[config.mk]
export PLATFORM = sky130hd
export DESIGN_NAME = axis_dsnk_ctl
export DESIGN_NICKNAME = d
export VERILOG_FILES = /design/src/rtl/axis_dsnk_ctl.sv
export SDC_FILE = /design/constraint.sdc
export NUM_CORES = 1
export LEC_CHECK = 0
export CORE_ASPECT_RATIO = 1.2
export CORE_MARGIN = 5
export CORE_UTILIZATION = 45
export DETAILED_ROUTE_END_ITERATION = 7
export GPL_TIMING_DRIVEN = 0
export PLACE_DENSITY = 0.75
export SYNTH_ARGS = -nofsm -noshare
export SYNTH_HDL_FRONTEND = slang
export SYNTH_SLANG_ARGS = --single-unit
[constraint.sdc]
create_clock -name AXIS_ACLK -period 4.4 [get_ports AXIS_ACLK]
set_clock_uncertainty 0.15 [all_clocks]
set_input_delay 0.88 -clock AXIS_ACLK [delete_from_list [all_inputs] [get_ports AXIS_ACLK]]
set_output_delay 0.88 -clock AXIS_ACLK [all_outputs]
set_load 0.005 [all_outputs]
[src/rtl/axis_dsnk_ctl.sv]
// rtl/axis_dsnk_ctl.sv - AXI-Stream data sink with byte/beat/packet counters, rotating checksum,
// LFSR-driven TREADY throttling and an auto-stop byte limit.
module axis_dsnk_ctl #(
  parameter int          C_S_AXIS_TDATA_NUM_BYTES = 4,
  parameter int          C_CNT_WIDTH              = 32,
  parameter int          C_CKSUM_WIDTH            = 64,
  parameter logic [15:0] C_LFSR_SEED              = 16'hACE1
) (
  input  logic                                    AXIS_ACLK,
  input  logic                                    AXIS_ARESETN,
  output logic                                    S_AXIS_TREADY,
  input  logic [8*C_S_AXIS_TDATA_NUM_BYTES-1:0]   S_AXIS_TDATA,
  input  logic [C_S_AXIS_TDATA_NUM_BYTES-1:0]     S_AXIS_TSTRB,
  input  logic                                    S_AXIS_TLAST,
  input  logic                                    S_AXIS_TVALID,
  input  logic [31:0]                             cmd,
  input  logic                                    new_cmd,
  input  logic [C_CNT_WIDTH-1:0]                  byte_limit,
  output logic [31:0]                             stat,
  output logic [C_CNT_WIDTH-1:0]                  recv_bytes,
  output logic [C_CNT_WIDTH-1:0]                  recv_beats,
  output logic [C_CNT_WIDTH-1:0]                  recv_pkts,
  output logic [C_CKSUM_WIDTH-1:0]                checksum
);

  localparam int NB = C_S_AXIS_TDATA_NUM_BYTES;
  localparam int DW = 8 * NB;
  localparam int SW = C_CNT_WIDTH + 1;

  localparam logic [3:0] OP_START = 4'd1;
  localparam logic [3:0] OP_CLEAR = 4'd2;
  localparam logic [3:0] OP_STOP  = 4'd3;

  typedef enum logic [1:0] {ST_IDLE, ST_RUN, ST_DONE} state_t;

  state_t                   state_q, state_d;
  logic [15:0]              lfsr_q, lfsr_d;
  logic                     throttle_q, throttle_d;
  logic [C_CNT_WIDTH-1:0]   limit_q, limit_d;
  logic [C_CNT_WIDTH-1:0]   bytes_q, bytes_d;
  logic [C_CNT_WIDTH-1:0]   beats_q, beats_d;
  logic [C_CNT_WIDTH-1:0]   pkts_q, pkts_d;
  logic [C_CKSUM_WIDTH-1:0] cksum_q, cksum_d;
  logic                     in_pkt_q, in_pkt_d;
  logic                     over_q, over_d;

  logic [C_CNT_WIDTH-1:0]   pcnt;
  logic [DW-1:0]            data_m;
  logic [SW-1:0]            byte_sum;
  logic                     limit_hit;
  logic                     xfer;
  logic [3:0]               op;
  logic                     lfsr_fb;
  logic                     unused_cmd_bits;

  assign unused_cmd_bits = ^cmd[31:5];

  // Ready comes only from registers, so it can never combinationally follow TVALID.
  assign S_AXIS_TREADY = (state_q == ST_RUN) & (~throttle_q | lfsr_q[0]);
  assign xfer          = S_AXIS_TVALID & S_AXIS_TREADY;
  assign op            = new_cmd ? cmd[3:0] : 4'd0;
  assign lfsr_fb       = lfsr_q[0] ^ lfsr_q[2] ^ lfsr_q[3] ^ lfsr_q[5];

  always_comb begin
    pcnt   = '0;
    data_m = '0;
    for (int i = 0; i < NB; i++) begin
      if (S_AXIS_TSTRB[i]) begin
        pcnt              = pcnt + C_CNT_WIDTH'(1);
        data_m[8*i +: 8]  = S_AXIS_TDATA[8*i +: 8];
      end
    end
  end

  // Compared one bit wider so a limit near the counter maximum is still reached.
  assign byte_sum  = {1'b0, bytes_q} + {1'b0, pcnt};
  assign limit_hit = (limit_q != '0) && (byte_sum >= {1'b0, limit_q});

  always_comb begin
    state_d    = state_q;
    lfsr_d     = lfsr_q;
    throttle_d = throttle_q;
    limit_d    = limit_q;
    bytes_d    = bytes_q;
    beats_d    = beats_q;
    pkts_d     = pkts_q;
    cksum_d    = cksum_q;
    in_pkt_d   = in_pkt_q;
    over_d     = over_q;

    if (state_q == ST_RUN) begin
      lfsr_d = {lfsr_fb, lfsr_q[15:1]};
    end

    if (xfer) begin
      bytes_d  = byte_sum[C_CNT_WIDTH-1:0];
      beats_d  = beats_q + C_CNT_WIDTH'(1);
      pkts_d   = pkts_q + (S_AXIS_TLAST ? C_CNT_WIDTH'(1) : C_CNT_WIDTH'(0));
      in_pkt_d = ~S_AXIS_TLAST;
      cksum_d  = {cksum_q[0], cksum_q[C_CKSUM_WIDTH-1:1]} + C_CKSUM_WIDTH'(data_m);
      if (limit_hit) begin
        over_d = byte_sum > {1'b0, limit_q};
      end
    end

    case (state_q)
      ST_IDLE: begin
        if (op == OP_START) begin
          state_d    = ST_RUN;
          limit_d    = byte_limit;
          throttle_d = cmd[4];
        end
      end
      ST_RUN: begin
        if (op == OP_STOP) begin
          state_d = ST_IDLE;
        end else if (xfer && limit_hit) begin
          state_d = ST_DONE;
        end
      end
      default: state_d = state_q;
    endcase

    // CLEAR overrides everything, including a beat accepted in the same cycle.
    if (op == OP_CLEAR) begin
      state_d    = ST_IDLE;
      lfsr_d     = C_LFSR_SEED;
      throttle_d = 1'b0;
      bytes_d    = '0;
      beats_d    = '0;
      pkts_d     = '0;
      cksum_d    = '0;
      in_pkt_d   = 1'b0;
      over_d     = 1'b0;
    end
  end

  always_ff @(posedge AXIS_ACLK or negedge AXIS_ARESETN) begin
    if (!AXIS_ARESETN) begin
      state_q    <= ST_IDLE;
      lfsr_q     <= C_LFSR_SEED;
      throttle_q <= 1'b0;
      limit_q    <= '0;
      bytes_q    <= '0;
      beats_q    <= '0;
      pkts_q     <= '0;
      cksum_q    <= '0;
      in_pkt_q   <= 1'b0;
      over_q     <= 1'b0;
    end else begin
      state_q    <= state_d;
      lfsr_q     <= lfsr_d;
      throttle_q <= throttle_d;
      limit_q    <= limit_d;
      bytes_q    <= bytes_d;
      beats_q    <= beats_d;
      pkts_q     <= pkts_d;
      cksum_q    <= cksum_d;
      in_pkt_q   <= in_pkt_d;
      over_q     <= over_d;
    end
  end

  assign stat       = {27'h0, over_q, in_pkt_q, throttle_q,
                       state_q == ST_DONE, state_q == ST_RUN};
  assign recv_bytes = bytes_q;
  assign recv_beats = beats_q;
  assign recv_pkts  = pkts_q;
  assign checksum   = cksum_q;

endmodule

==> results by group <==
Worst setup path
  • Worst Path Max Fanout: 6
  • Crit path launch type: input pin
  • Slowest stage delay, CP: between 500 and 600 ps
  • Critical path's top delay family: simple AND/OR/NAND/NOR gates
  • CP Cell Sequence: buf_12 -> inv_12 -> ha_4 -> xor2_4 -> xor2_2 -> ha_2 -> inv_2 -> fa_2 -> nor2b_4 -> o21ai_2 -> a2111oi_4 -> and4_4 -> nand3_4 -> or2_1 -> buf_6 -> xnor2_2 -> ha_1 -> and3_4 -> nand3_2 -> or4_4 -> a31oi_4 -> nor3_2 -> or2_4 -> a211oi_2
  • Buf+Inv Stages, Crit Path: 4
  • Crit path kind: input pin to register
  • CP max-delay cell: or4_4
  • Worst r2r src: recv_bytes[0]
  • Worst endpoint required time: roughly 4700 ps
  • Critical Path AT: roughly 5700 ps
  • Critical Path Source: S_AXIS_TSTRB[1]
  • Critical Path End Type: register

Global route
  • Number of global-route vias before repair: between 10000 and 15000
  • GRT Max-Usage Layer: met2
  • Global-route wire length before repair: between 60000 and 70000 µm
  • Initial antenna violation count: 0
  • Maximum number of pins on one net before global-route repair: roughly 120
  • Global route overflow: 0
  • Met3 Resource Use GR: approximately 5.9%
  • GRT Total Usage: 24.4%
  • Met1 usage in global routing: about 29%
  • M2 GR Usage: between 40% and 50%

Clocking
  • Cts bufs inserted: 25
  • CTS sink count: ~210
  • CTS root buf: clkbuf_16
  • Clk_lat worst skew: 530 ps
  • Clock buffer depth: 3
  • H-tree depth: 1
  • CTS tree: yes
  • Clk slew on worst S/H paths: around 60 ps

Place
  • Dpl ws: -2580 ps
  • GPL Wtd Cong: roughly 0.94
  • IO Port Bufs: around 240
  • Dpl hpwl: between 30000 and 40000 µm

Power
  • Power Total: ~9 mW
  • Clock share of power: between 20 and 25%
  • VDD IR max: 0.319 mV
  • Seq pwr share: about a third
  • Switching share of power: 38.0%
  • Comb pwr share: between 40% and 50%
  • Leakage: between 7 and 8 nW
  • P_sw: approximately 3.4 mW
  • Int Power: roughly 5.5 mW
  • Power per Cell Area: between 400 and 500 nW/µm²

Synth
  • Gate count of the mapped netlist: 1542
  • Yosys reg bits: approximately 210
  • Post-synthesis cell type count: between 70 and 80
  • Sequential area share after synthesis: approximately two fifths
  • Syn Std Cell Area: approximately 14000 µm²
  • Post-synth EDFFs: 0
  • Ys flop type: dfrtp_1
  • Synth async-reset ratio: 100%
  • Warnings, synthesis: 0
  • Avg Cell Area, Syn: 8.80 µm²

Drt
  • WL per Instance: between 15 and 20 µm
  • Post-Route WL: approximately 43000 µm
  • DRT Pass-1 Iters: 8
  • Drt first-iter violations: 671
  • Vias: about 13000
  • Detail Route Antenna Nets: 0
  • Vias/cell: ~5.5
  • DRC Markers: 0

Final layout
  • Nets: between 2000 and 2500
  • Register area: around 5300 µm²
  • Fill cell count: 2611
  • Inserted Diodes: 0
  • Area occupied by multi-input gates: 7790 µm²
  • Area grow syn2layout: 31.8%
  • Layout cells sized above 1: between 10% and 20%

STA
  • Fin. Hold Viols: 0
  • Crit share post-route: 122%
  • Worst slew pin tran: 1170 ps
  • Minimum clock period: approximately 5400 ps
  • Worst Slack Setup Final: -975 ps
  • Max-slew violations: 0
  • FMAX: around 190 MHz
  • Endpoints failing setup: 3
  • Hold WS: roughly 190 ps
  • Slew margin rel.: a little over a fifth
  • Unrepaired setup endpoints after global routing: yes

Flow run
  • Max_cap viols: 0

Floorplanning
  • I/O Pins: slightly below 300
  • Die Wd: approximately 170 µm
  • Standard-cell row count: 69
  • Initial Utilization: 45.7%
  • Core footprint: roughly 30000 µm²
  • Die height: 200 µm
  • Die ar.: about 34000 µm²

Status
  • Status: finished with violations
  • Failing checks: setup timing

Hold path
  • Hold Crit Class: input pin to async pin
## power groups by stage
stage	Sequential, mW	Combinational (mW)	Clock [mW]
floorplan	2.98	2.09	0
global placement	3.08	3.49	0
detailed placement	3.09	3.58	0
CTS	3.07	3.68	2.09
global route	3.17	4.10	2.17
finish	3.09	3.70	2.05
## metrics by stage
stage	TNS (ps)	utilization [%]	cells	instance area, µm²
5_1_grt	-3150	60.3	2270	17900
2_1_floorplan	-2810	-	1569	13800
6_report	-2770	60.3	2270	17900
4_1_cts	-2750	59.9	2264	17800
3_3_place_gp	-1504760	56.1	2202	16700
3_5_place_dp	-41260	56.2	2203	16700
## worst reg2reg max path, cell delays in order, from the launching register on
cell and delay [ps]:
dfrtp_1 390, ha_2 210, inv_2 40, fa_2 380, nor2b_4 120, o21ai_2 80
a2111oi_4 380, and4_4 300, nand3_4 80, or2_1 240, buf_6 150, xnor2_2 140
ha_1 320, and3_4 180, nand3_2 60, or4_4 530, a31oi_4 180, nor3_2 60
or2_4 250, a211oi_2 180
## cells in the mapped netlist, drive strengths merged, types with 5 or more instances
library cell    n  share of area [%]
or3            17               0.78
dfrtp         205                 38
nand4          37                1.7
a21oi         115                4.4
xor2           85                5.5
o21ai          65                2.4
and3           23                1.1
nand2         194                5.4
nor2b           7               0.32
buf            48                2.4
o21a            5               0.28
nor3           29                1.1
and4            6               0.41
xnor2          56                3.6
mux2           36                3.0
and2           35                1.6
clkbuf         47                1.3
dfstp           8                1.5
nor2          137                3.8
inv            68                1.9
nand4b          5               0.32
nor4           19                1.0
a21o           27                1.5
nand3          77                2.9
o211ai         13               0.72
a211oi         12               0.77
or2             7               0.32
nand2b         11               0.51
ha             76                7.0
a31oi          15               0.69
## sequential cells by signal (all words and copies together), names as in the netlist
name        cells
checksum       64
recv_bytes     32
recv_beats     32
in_pkt_q        1
state_q         2
lfsr_q         16
throttle_q      1
recv_pkts      32
over_q          1
limit_q        32
## cells in the final DEF, fill, tap and decap left out, types with 28 or more instances in the layout
cell type / netlist / final
a21oi_1: 112 / 111
inv_1: 67 / 64
xnor2_1: 56 / 55
conb_1: 1 / 28
mux2_2: 32 / 32
and2_1: 35 / 35
nor2_1: 136 / 133
buf_4: 32 / 52
clkdlybuf4s50_1: 0 / 238
xor2_1: 85 / 82
ha_1: 76 / 73
nand4_1: 37 / 37
clkbuf_1: 47 / 51
dfrtp_1: 205 / 205
nand2_1: 194 / 193
o21ai_0: 55 / 54
nand3_1: 76 / 74
## per-layer routing
layer  vias to the layer above  wire, µm
met3                       100      3020
met2                       431     20700
met4                         0      1890
li1                       5959         -
met5                         -         0
met1                      6016     17100
## final cells by class
class | instances | share of cell area, %
clock inverter | 9 | 0.503
inverter | 68 | 1.52
tap | 390 | 2.73
multi-input combinational | 1193 | 43.5
timing repair buffer | 266 | 14.9
sequential | 213 | 29.8
buffer | 95 | 2.94
clock buffer | 36 | 4.01
## cells by family after synthesis
family | count (synthesis) | share of synthesized area, %
fa+ha+maj | 78 | 7.30
other cells | 1 | 0.0276
simple gates | 615 | 21.9
mux | 39 | 3.21
flops | 213 | 39.3
compound gates | 292 | 13.5
xor+xnor | 141 | 9.10
buf+inv | 163 | 5.58
## repair_timing
| action | CTS | global route |
|---|---|---|
| gates cloned | 1 | 0 |
| resized for setup | 51 | 11 |
| pin swaps | 22 | 18 |
| buffers inserted | 15 | 6 |
| hold buffers | 0 | 0 |
| endpoints found under the hold margin | 0 | 0 |
| endpoints found under the setup margin | 37 | 14 |
## worst paths after layout
kind	endpoint	depth (start not counted)	slack, ps
setup / recovery	over_q	24	-980
hold / removal	checksum[22]	1	190
setup reg to reg	over_q	19	-120
hold reg to reg	lfsr_q[6]	2	340
max in group asynchronous	limit_q[30]	2	2850
min in group AXIS_ACLK	lfsr_q[6]	2	340
Note: power is estimated with default switching activity, not from simulation.
